===== src/rtl/sp_ram_pkg.sv =====
// sp_ram_pkg: shared state encoding and default sizes for the single-port RAM front-end
package sp_ram_pkg;
  typedef enum logic [1:0] {ST_INIT, ST_RUN, ST_DRAIN} state_e;
  localparam int DEF_WIDTH = 8;
  localparam int DEF_DEPTH = 8;
endpackage


===== src/rtl/sp_ram_req_ctrl_rsp_hold_reg.sv =====
// rsp_hold_reg: one-entry read response stage that parks RAM data while the consumer stalls
module rsp_hold_reg
  import sp_ram_pkg::*;
#(
  parameter int WIDTH = DEF_WIDTH
) (
  input  logic             clk,
  input  logic             rst,
  input  logic             load,
  input  logic             rsp_ready,
  input  logic [WIDTH-1:0] ram_dout,
  output logic             rsp_valid,
  output logic [WIDTH-1:0] rsp_rdata
);
  logic valid_q, valid_d, held_q, held_d, stall;
  logic [WIDTH-1:0] hold_q, hold_d;
  always_comb begin
    stall = valid_q & ~rsp_ready;
    valid_d = load | stall;
    held_d = stall;
    rsp_rdata = held_q ? hold_q : ram_dout;
    hold_d = stall ? rsp_rdata : hold_q;
  end
  always_ff @(posedge clk or posedge rst) begin
    if (rst) begin
      valid_q <= 1'b0;
      held_q <= 1'b0;
      hold_q <= '0;
    end else begin
      valid_q <= valid_d;
      held_q <= held_d;
      hold_q <= hold_d;
    end
  end
  assign rsp_valid = valid_q;
endmodule


===== src/rtl/sp_ram_req_ctrl.sv =====
// sp_ram_req_ctrl: request/response front-end for a single-port sync-read RAM with sweep clear
module sp_ram_req_ctrl
  import sp_ram_pkg::*;
#(
  parameter int WIDTH         = DEF_WIDTH,
  parameter int DEPTH         = DEF_DEPTH,
  parameter int AW            = $clog2(DEPTH),
  parameter bit INIT_ON_RESET = 1'b1
) (
  input  logic             clk,
  input  logic             rst,
  input  logic             req_valid,
  output logic             req_ready,
  input  logic             req_wr,
  input  logic [AW-1:0]    req_addr,
  input  logic [WIDTH-1:0] req_wdata,
  output logic             rsp_valid,
  input  logic             rsp_ready,
  output logic [WIDTH-1:0] rsp_rdata,
  input  logic             clr_req,
  output logic             init_busy,
  output logic             ram_wr,
  output logic [AW-1:0]    ram_addr,
  output logic [WIDTH-1:0] ram_din,
  input  logic [WIDTH-1:0] ram_dout
);
  state_e state_q, state_d;
  logic [AW-1:0] cnt_q, cnt_d;
  logic clr_pend_q, clr_pend_d;
  logic init, acc, rd_acc, rsp_hs, pending;
  rsp_hold_reg #(.WIDTH(WIDTH)) u_hold (
    .clk(clk),
    .rst(rst),
    .load(rd_acc),
    .rsp_ready(rsp_ready),
    .ram_dout(ram_dout),
    .rsp_valid(rsp_valid),
    .rsp_rdata(rsp_rdata)
  );
  always_comb begin
    init = (state_q == ST_INIT) & ~rst;
    req_ready = (state_q == ST_RUN) & ~clr_pend_q & ~rst & ~(rsp_valid & ~rsp_ready);
    acc = req_valid & req_ready;
    rd_acc = acc & ~req_wr;
    rsp_hs = rsp_valid & rsp_ready;
    pending = (rsp_valid & ~rsp_ready) | rd_acc;
    ram_wr = init | (acc & req_wr);
    ram_addr = init ? cnt_q : req_addr;
    ram_din = init ? '0 : req_wdata;
    init_busy = state_q != ST_RUN;
    cnt_d = init ? cnt_q + 1'b1 : cnt_q;
    state_d = state_q;
    clr_pend_d = clr_pend_q;
    if (state_q == ST_INIT) begin
      clr_pend_d = 1'b0;
      state_d = (cnt_q == AW'(DEPTH - 1)) ? ST_RUN : ST_INIT;
    end else if (state_q == ST_RUN && clr_req) begin
      clr_pend_d = 1'b1;
      state_d = pending ? ST_DRAIN : ST_INIT;
    end else if (state_q == ST_DRAIN && rsp_hs) begin
      clr_pend_d = 1'b0;
      state_d = ST_INIT;
    end
  end
  always_ff @(posedge clk or posedge rst) begin
    if (rst) begin
      state_q <= INIT_ON_RESET ? ST_INIT : ST_RUN;
      cnt_q <= '0;
      clr_pend_q <= 1'b0;
    end else begin
      state_q <= state_d;
      cnt_q <= cnt_d;
      clr_pend_q <= clr_pend_d;
    end
  end
endmodule


===== config.mk =====
export PLATFORM = sky130hd
export DESIGN_NAME = sp_ram_req_ctrl
export DESIGN_NICKNAME = d
export VERILOG_FILES = /design/src/rtl/sp_ram_pkg.sv /design/src/rtl/sp_ram_req_ctrl_rsp_hold_reg.sv /design/src/rtl/sp_ram_req_ctrl.sv
export SDC_FILE = /design/constraint.sdc
export NUM_CORES = 1
export LEC_CHECK = 0
export BUFFER_PORTS_ARGS = -buffer_cell sky130_fd_sc_hd__buf_4
export CORE_AREA = 2 2 50 52
export DETAILED_ROUTE_END_ITERATION = 8
export DIE_AREA = 0 0 52 54
export HOLD_SLACK_MARGIN = 0.1
export PLACE_DENSITY_LB_ADDON = 0.2
export SYNTH_ARGS = -nofsm -noshare
export SYNTH_HDL_FRONTEND = slang
export SYNTH_SLANG_ARGS = --single-unit

===== constraint.sdc =====
create_clock -name clk -period 1.49 [get_ports clk]
set_input_delay 0.298 -clock clk [delete_from_list [all_inputs] [get_ports clk]]
set_output_delay 0.298 -clock clk [all_outputs]
set_load 0.03 [all_outputs]

* Yosys cells after proc, flatten, opt, wreduce, memory -nomap -nowiden
Index checks and enable logic that the tools add are counted.
** Operators by class
- $add $sub $neg :: 1
- Equality and inequality tests :: 4
- Mux-type cells :: 11
- Bitwise operators :: 16
- Reductions and logical operators :: 4
** Operator list (count)
- 8-bit two-way mux :: 2
- 1-bit AND :: 9
- 2-bit two-way mux :: 4
- 1-bit NOT :: 5
- 1-bit two-way mux :: 4
- 3-bit by 1-bit adder with 3-bit output, second input constant :: 1
- 3-bit == test, second input constant :: 1
- 3-bit two-way mux :: 1
- 3-bit nonzero test :: 1
- 2-bit by 1-bit == test with 1-bit output, second input constant :: 1
- 2-bit == test, second input constant :: 1
- 1-bit logical AND :: 2
- 2-bit zero test :: 1
- 2-bit by 1-bit != test with 1-bit output, second input constant :: 1
- 1-bit bitwise OR :: 2
** Storage, ports and cells
- Register bits :: 16
- Output and inout port bits :: 23
- Word-level logic and storage cells :: 42

* Depth between registers and ports, before layout
- Depth after elaboration :: 10
- Gate-level depth with buffers :: 4
- Depth with buffers taken out :: 4

* By module
A second synthesis with hierarchy kept.
** Second synthesis, totals
- Cell total of the unflattened synthesis :: 76
- Area, all modules :: 924.6 µm²
** By module, submodules not included
- rsp_hold_reg :: instances 1, cells an instance 31, area an instance 476.7 µm², seq. area each 250.2 µm²
- sp_ram_req_ctrl :: instances 1, cells an instance 45, area an instance 447.9 µm², seq. area each 150.1 µm²

* Worst setup path after synthesis
Ideal clock, no wire load.
- Path type :: register to output
- From :: register state_q[0]
- To :: output ram_wr
- Arrival time :: 1.291 ns
- Required time :: 1.192 ns
- Path slack :: -0.099 ns
- Stages on the path, launching flop included :: 4
- Path buffers :: 0
- Cell sequence :: dfrtp_1 -> nor2b_4 -> and3_1 -> a31o_2
** Between the ends
- Longest elaborated chain between the ends :: 7
- Elaborated cells on any way between the ends :: 9
** RTL lines
- start: declaration :: RTL line sp_ram_req_ctrl.sv:27 : state_e state_q, state_d;
- start signal: assignment :: RTL line sp_ram_req_ctrl.sv:67 : state_q <= INIT_ON_RESET ? ST_INIT : ST_RUN;
- start signal: assignment :: RTL line sp_ram_req_ctrl.sv:71 : state_q <= state_d;
- 2-bit by 1-bit == test with 1-bit output :: RTL line sp_ram_req_ctrl.sv:42 : req_ready = (state_q == ST_RUN) & ~clr_pend_q & ~rst & ~(rsp_valid & ~rsp_ready);
- 1-bit AND (3 in series) :: RTL line sp_ram_req_ctrl.sv:42
- named net req_ready :: RTL line sp_ram_req_ctrl.sv:13 : output logic req_ready,
- 1-bit AND :: RTL line sp_ram_req_ctrl.sv:43 : acc = req_valid & req_ready;
- 1-bit AND :: RTL line sp_ram_req_ctrl.sv:47 : ram_wr = init | (acc & req_wr);
- 1-bit bitwise OR :: RTL line sp_ram_req_ctrl.sv:47
- end: declaration :: RTL line sp_ram_req_ctrl.sv:22 : output logic ram_wr,
The timed path passes the listed nets, and every way through them passes these cells.

* Worst setup path in the final report
- From :: register state_q[0]
- To :: output ram_addr[2]
** Between the ends
- Longest elaborated chain between the ends :: 3
** RTL lines
- 2-bit zero test :: RTL line sp_ram_req_ctrl.sv:41 : init = (state_q == ST_INIT) & ~rst;
- 1-bit AND :: RTL line sp_ram_req_ctrl.sv:41
- 3-bit two-way mux :: RTL line sp_ram_req_ctrl.sv:48 : ram_addr = init ? cnt_q : req_addr;
- end: declaration :: RTL line sp_ram_req_ctrl.sv:23 : output logic [AW-1:0] ram_addr,
No other way between the ends.

==> impl_results.md <==
* Syn Area/Cell at about 9.9 µm²
* Cells after synthesis at 89
* Final Power at approximately 1.4 mW
* Routed Antenna Nets at 0
* Setup violators final at 22
* Share of synthesized registers carrying an async set or reset at 100%
* Achievable Freq at 564 MHz
* Setup ws final at -0.285 ns
* Mapped Area at 883 µm²
* DP Worst Slack at -0.0840 ns
* Area grow syn2layout at 76.8%
* Power density over cell area at 904 nW/µm²
* Initial Util at roughly two fifths
* Total GRT Usage at approximately 18%
* Reg-to-reg setup timing slack at 0.16 ns
* Worst path max stage delay at 0.41 ns
* RR Startpoint: state_q[0]
* First-pass GRT wire length at ~3700 µm
* Clk sinks at 16
* Setup crit start: state_q[0]
* DIE AREA at between 2000 and 3000 µm²
* CP Class: reg -> out
* Worst Path Required at about 1.2 ns
* DR vias at 853
* Worst VDD drop at just under 0.8 mV
* # DRC at 0
* Initial antenna violation count at 0
* CTS Hold Bufs at 0
* R2r endpoint: cnt_q[1]
* Unrepaired setup endpoints after global routing: yes
* Post-layout nets at 180
* TritonCTS Buffers at 3
* Row cnt at 18
* Period utilization at 119%
* Synth Net Count at 116
* Hpwl dp at between 1500 and 2000 µm
* Routability cong. at just over 0.8
* Status: complete, but fails checks
* Failing checks: negative setup slack
* # H-tree levels at 1
* Final setup TNS at -3.65 ns
* Share of layout cells above drive strength 1 at between 50 and 60%
* Seq/Total Area, Yosys at around 45%
* P_leak at slightly above 0.8 nW
* Post-synthesis mux area share at between 10% and 20%
* Top_reg_cell synth: dfrtp_1
* Vias in the first global route at ~850
* Fill count at between 150 and 200
* Largest family of logic cells by synthesized area: simple AND/OR/NAND/NOR gates
* Worst Tran Pin Value at 0.606 ns
* Clock Latency Late Sink at 0.28 ns
* Crit-path cells: nor3_4 > buf_12 > mux2_4 > buf_6
* # IOs at 48
* Largest net degree at the start of global routing at 17
* DR vias/cell at 4.69
* Max_slew headroom at 59.5%
* WL per Instance at ~12 µm
* Yosys reg bits at 16
* Overflow after GRT at 0
* Synth Area in Adders at under 10%
* Diodes inserted at 0
* Worst-path fanout max at 7
* Clock skew at ~0.0066 ns
* Worst Hold Class: in -> async
* Clk buf depth at 2
* Commonest non-fill, non-tap cell in the layout: buf_4
* Fin. Hold Viols at 0
* Area of the core at 2320 µm²
* Post-synthesis compound-gate area fraction at 4.96%
* Worst R2R Path Depth at 4
* Max Cap Violations at 0
* Most frequent cells in the layout: buf_4, nand2_1, buf_6
* Number of port buffers at 47
* Netlist cell types at 22
* Post-synth EDFFs at 0
* Drt initial violations at 6
* Root Buffer: clkbuf_4
* Worst-path clk slew at 0.10 ns
* Synth Area in Simple Gates at about a quarter
* CTS tree: done
* Final min period at 1.77 ns
* Ys Warns at 0
* Final Max Tran Viols at 0
* Crit path DAT at around 1.5 ns
* Total Wirelength at ~2300 µm
* Critical Path End Type: output pin
* Synth Area in XOR/XNOR at about 1.8%
* Die Width at 52 µm
* Die Ht at between 50 and 60 µm
* DRT Pass-1 Iters at 3
* CP startpoint kind: flop
* Critical path's slowest cell: dfrtp_1
## routing by layer
layer / vias up / global-route usage [%] / routed length (µm)
met3: 2 / 2.78 / 129
met2: 29 / 33.3 / 1230
met4: 0 / 6.58 / 19
met1: 405 / 21.0 / 883
li1: 417 / - / -
met5: - / 0 / 0
## report_power, final
part	switching, mW	leakage [nW]	internal, mW
combinational	0.200	0.593	0.244
sequential	0.107	0.202	0.580
clock	0.131	0.0210	0.148
## how the worst max path moves through the flow
stage | end | slack (ns) | depth (start not counted)
5_1_grt | ram_addr[0] | -0.34 | 4
3_3_place_gp | ram_addr[2] | -0.07 | 5
2_1_floorplan | ram_wr | -0.006 | 3
4_1_cts | ram_addr[2] | -0.32 | 4
3_5_place_dp | ram_addr[2] | -0.08 | 5
6_report | ram_addr[2] | -0.28 | 4
## Yosys cell counts, drive strengths merged, types with 2 or more instances
| cell | instances | area (µm²) |
|---|---|---|
| dfrtp | 16 | 400 |
| a21oi | 3 | 15.0 |
| mux2 | 13 | 146 |
| buf | 3 | 21.3 |
| ha | 2 | 25.0 |
| inv | 3 | 11.3 |
| nor2b | 10 | 70.1 |
| nand2 | 27 | 101 |
## logic make-up after synthesis
| kind of cell | count (synthesis) |
|---|---|
| and+or+nand+nor | 43 |
| buffers and inverters | 7 |
| DFF | 16 |
| xor gates and xnor gates | 1 |
| AOI/OAI and AO/OA | 7 |
| adders and majority gates | 2 |
| muxes | 13 |
## sequential cells by signal (all words and copies together), names as in the netlist
signal,flops
u_hold.rsp_valid,1
state_q,2
u_hold.held_q,1
clr_pend_q,1
cnt_q,3
u_hold.hold_q,8
## through the flow
| step | cell area, µm² | cells | util (%) | hold WS (ns) |
|---|---|---|---|---|
| global placement | 1320 | 170 | 56.9 | 0.435 |
| detailed placement | 1320 | 170 | 56.9 | 0.439 |
| floorplan | 886 | 89 | - | 0.212 |
| CTS | 1520 | 181 | 65.7 | 0.128 |
| global route | 1560 | 182 | 67.3 | 0.151 |
| finish | 1560 | 182 | 67.3 | 0.111 |
## critical path: cells and delay by family, from the launching register on
family / cells / cell delay [ns]
muxes: 1 / 0.30
buffers and inverters: 2 / 0.29
DFF: 1 / 0.41
and+or+nand+nor: 1 / 0.20
## repair_timing
item | 4_1_cts | 5_1_grt
endpoints found under the setup margin | 22 | 23
resized for setup | 29 | 8
gates cloned | 0 | 0
pin swaps | 2 | 1
buffers inserted | 7 | 2
## area by class of cell
| cell class | count | area, µm² | area share, % |
|---|---|---|---|
| sequential | 16 | 403 | 25.8 |
| timing repair buffer | 62 | 562 | 36.0 |
| multi-input combinational | 66 | 504 | 32.3 |
| inverter | 4 | 18.8 | 1.20 |
| clock buffer | 4 | 36.3 | 2.32 |
| tap | 30 | 37.5 | 2.40 |
Note: power is estimated with default switching activity, not from simulation.
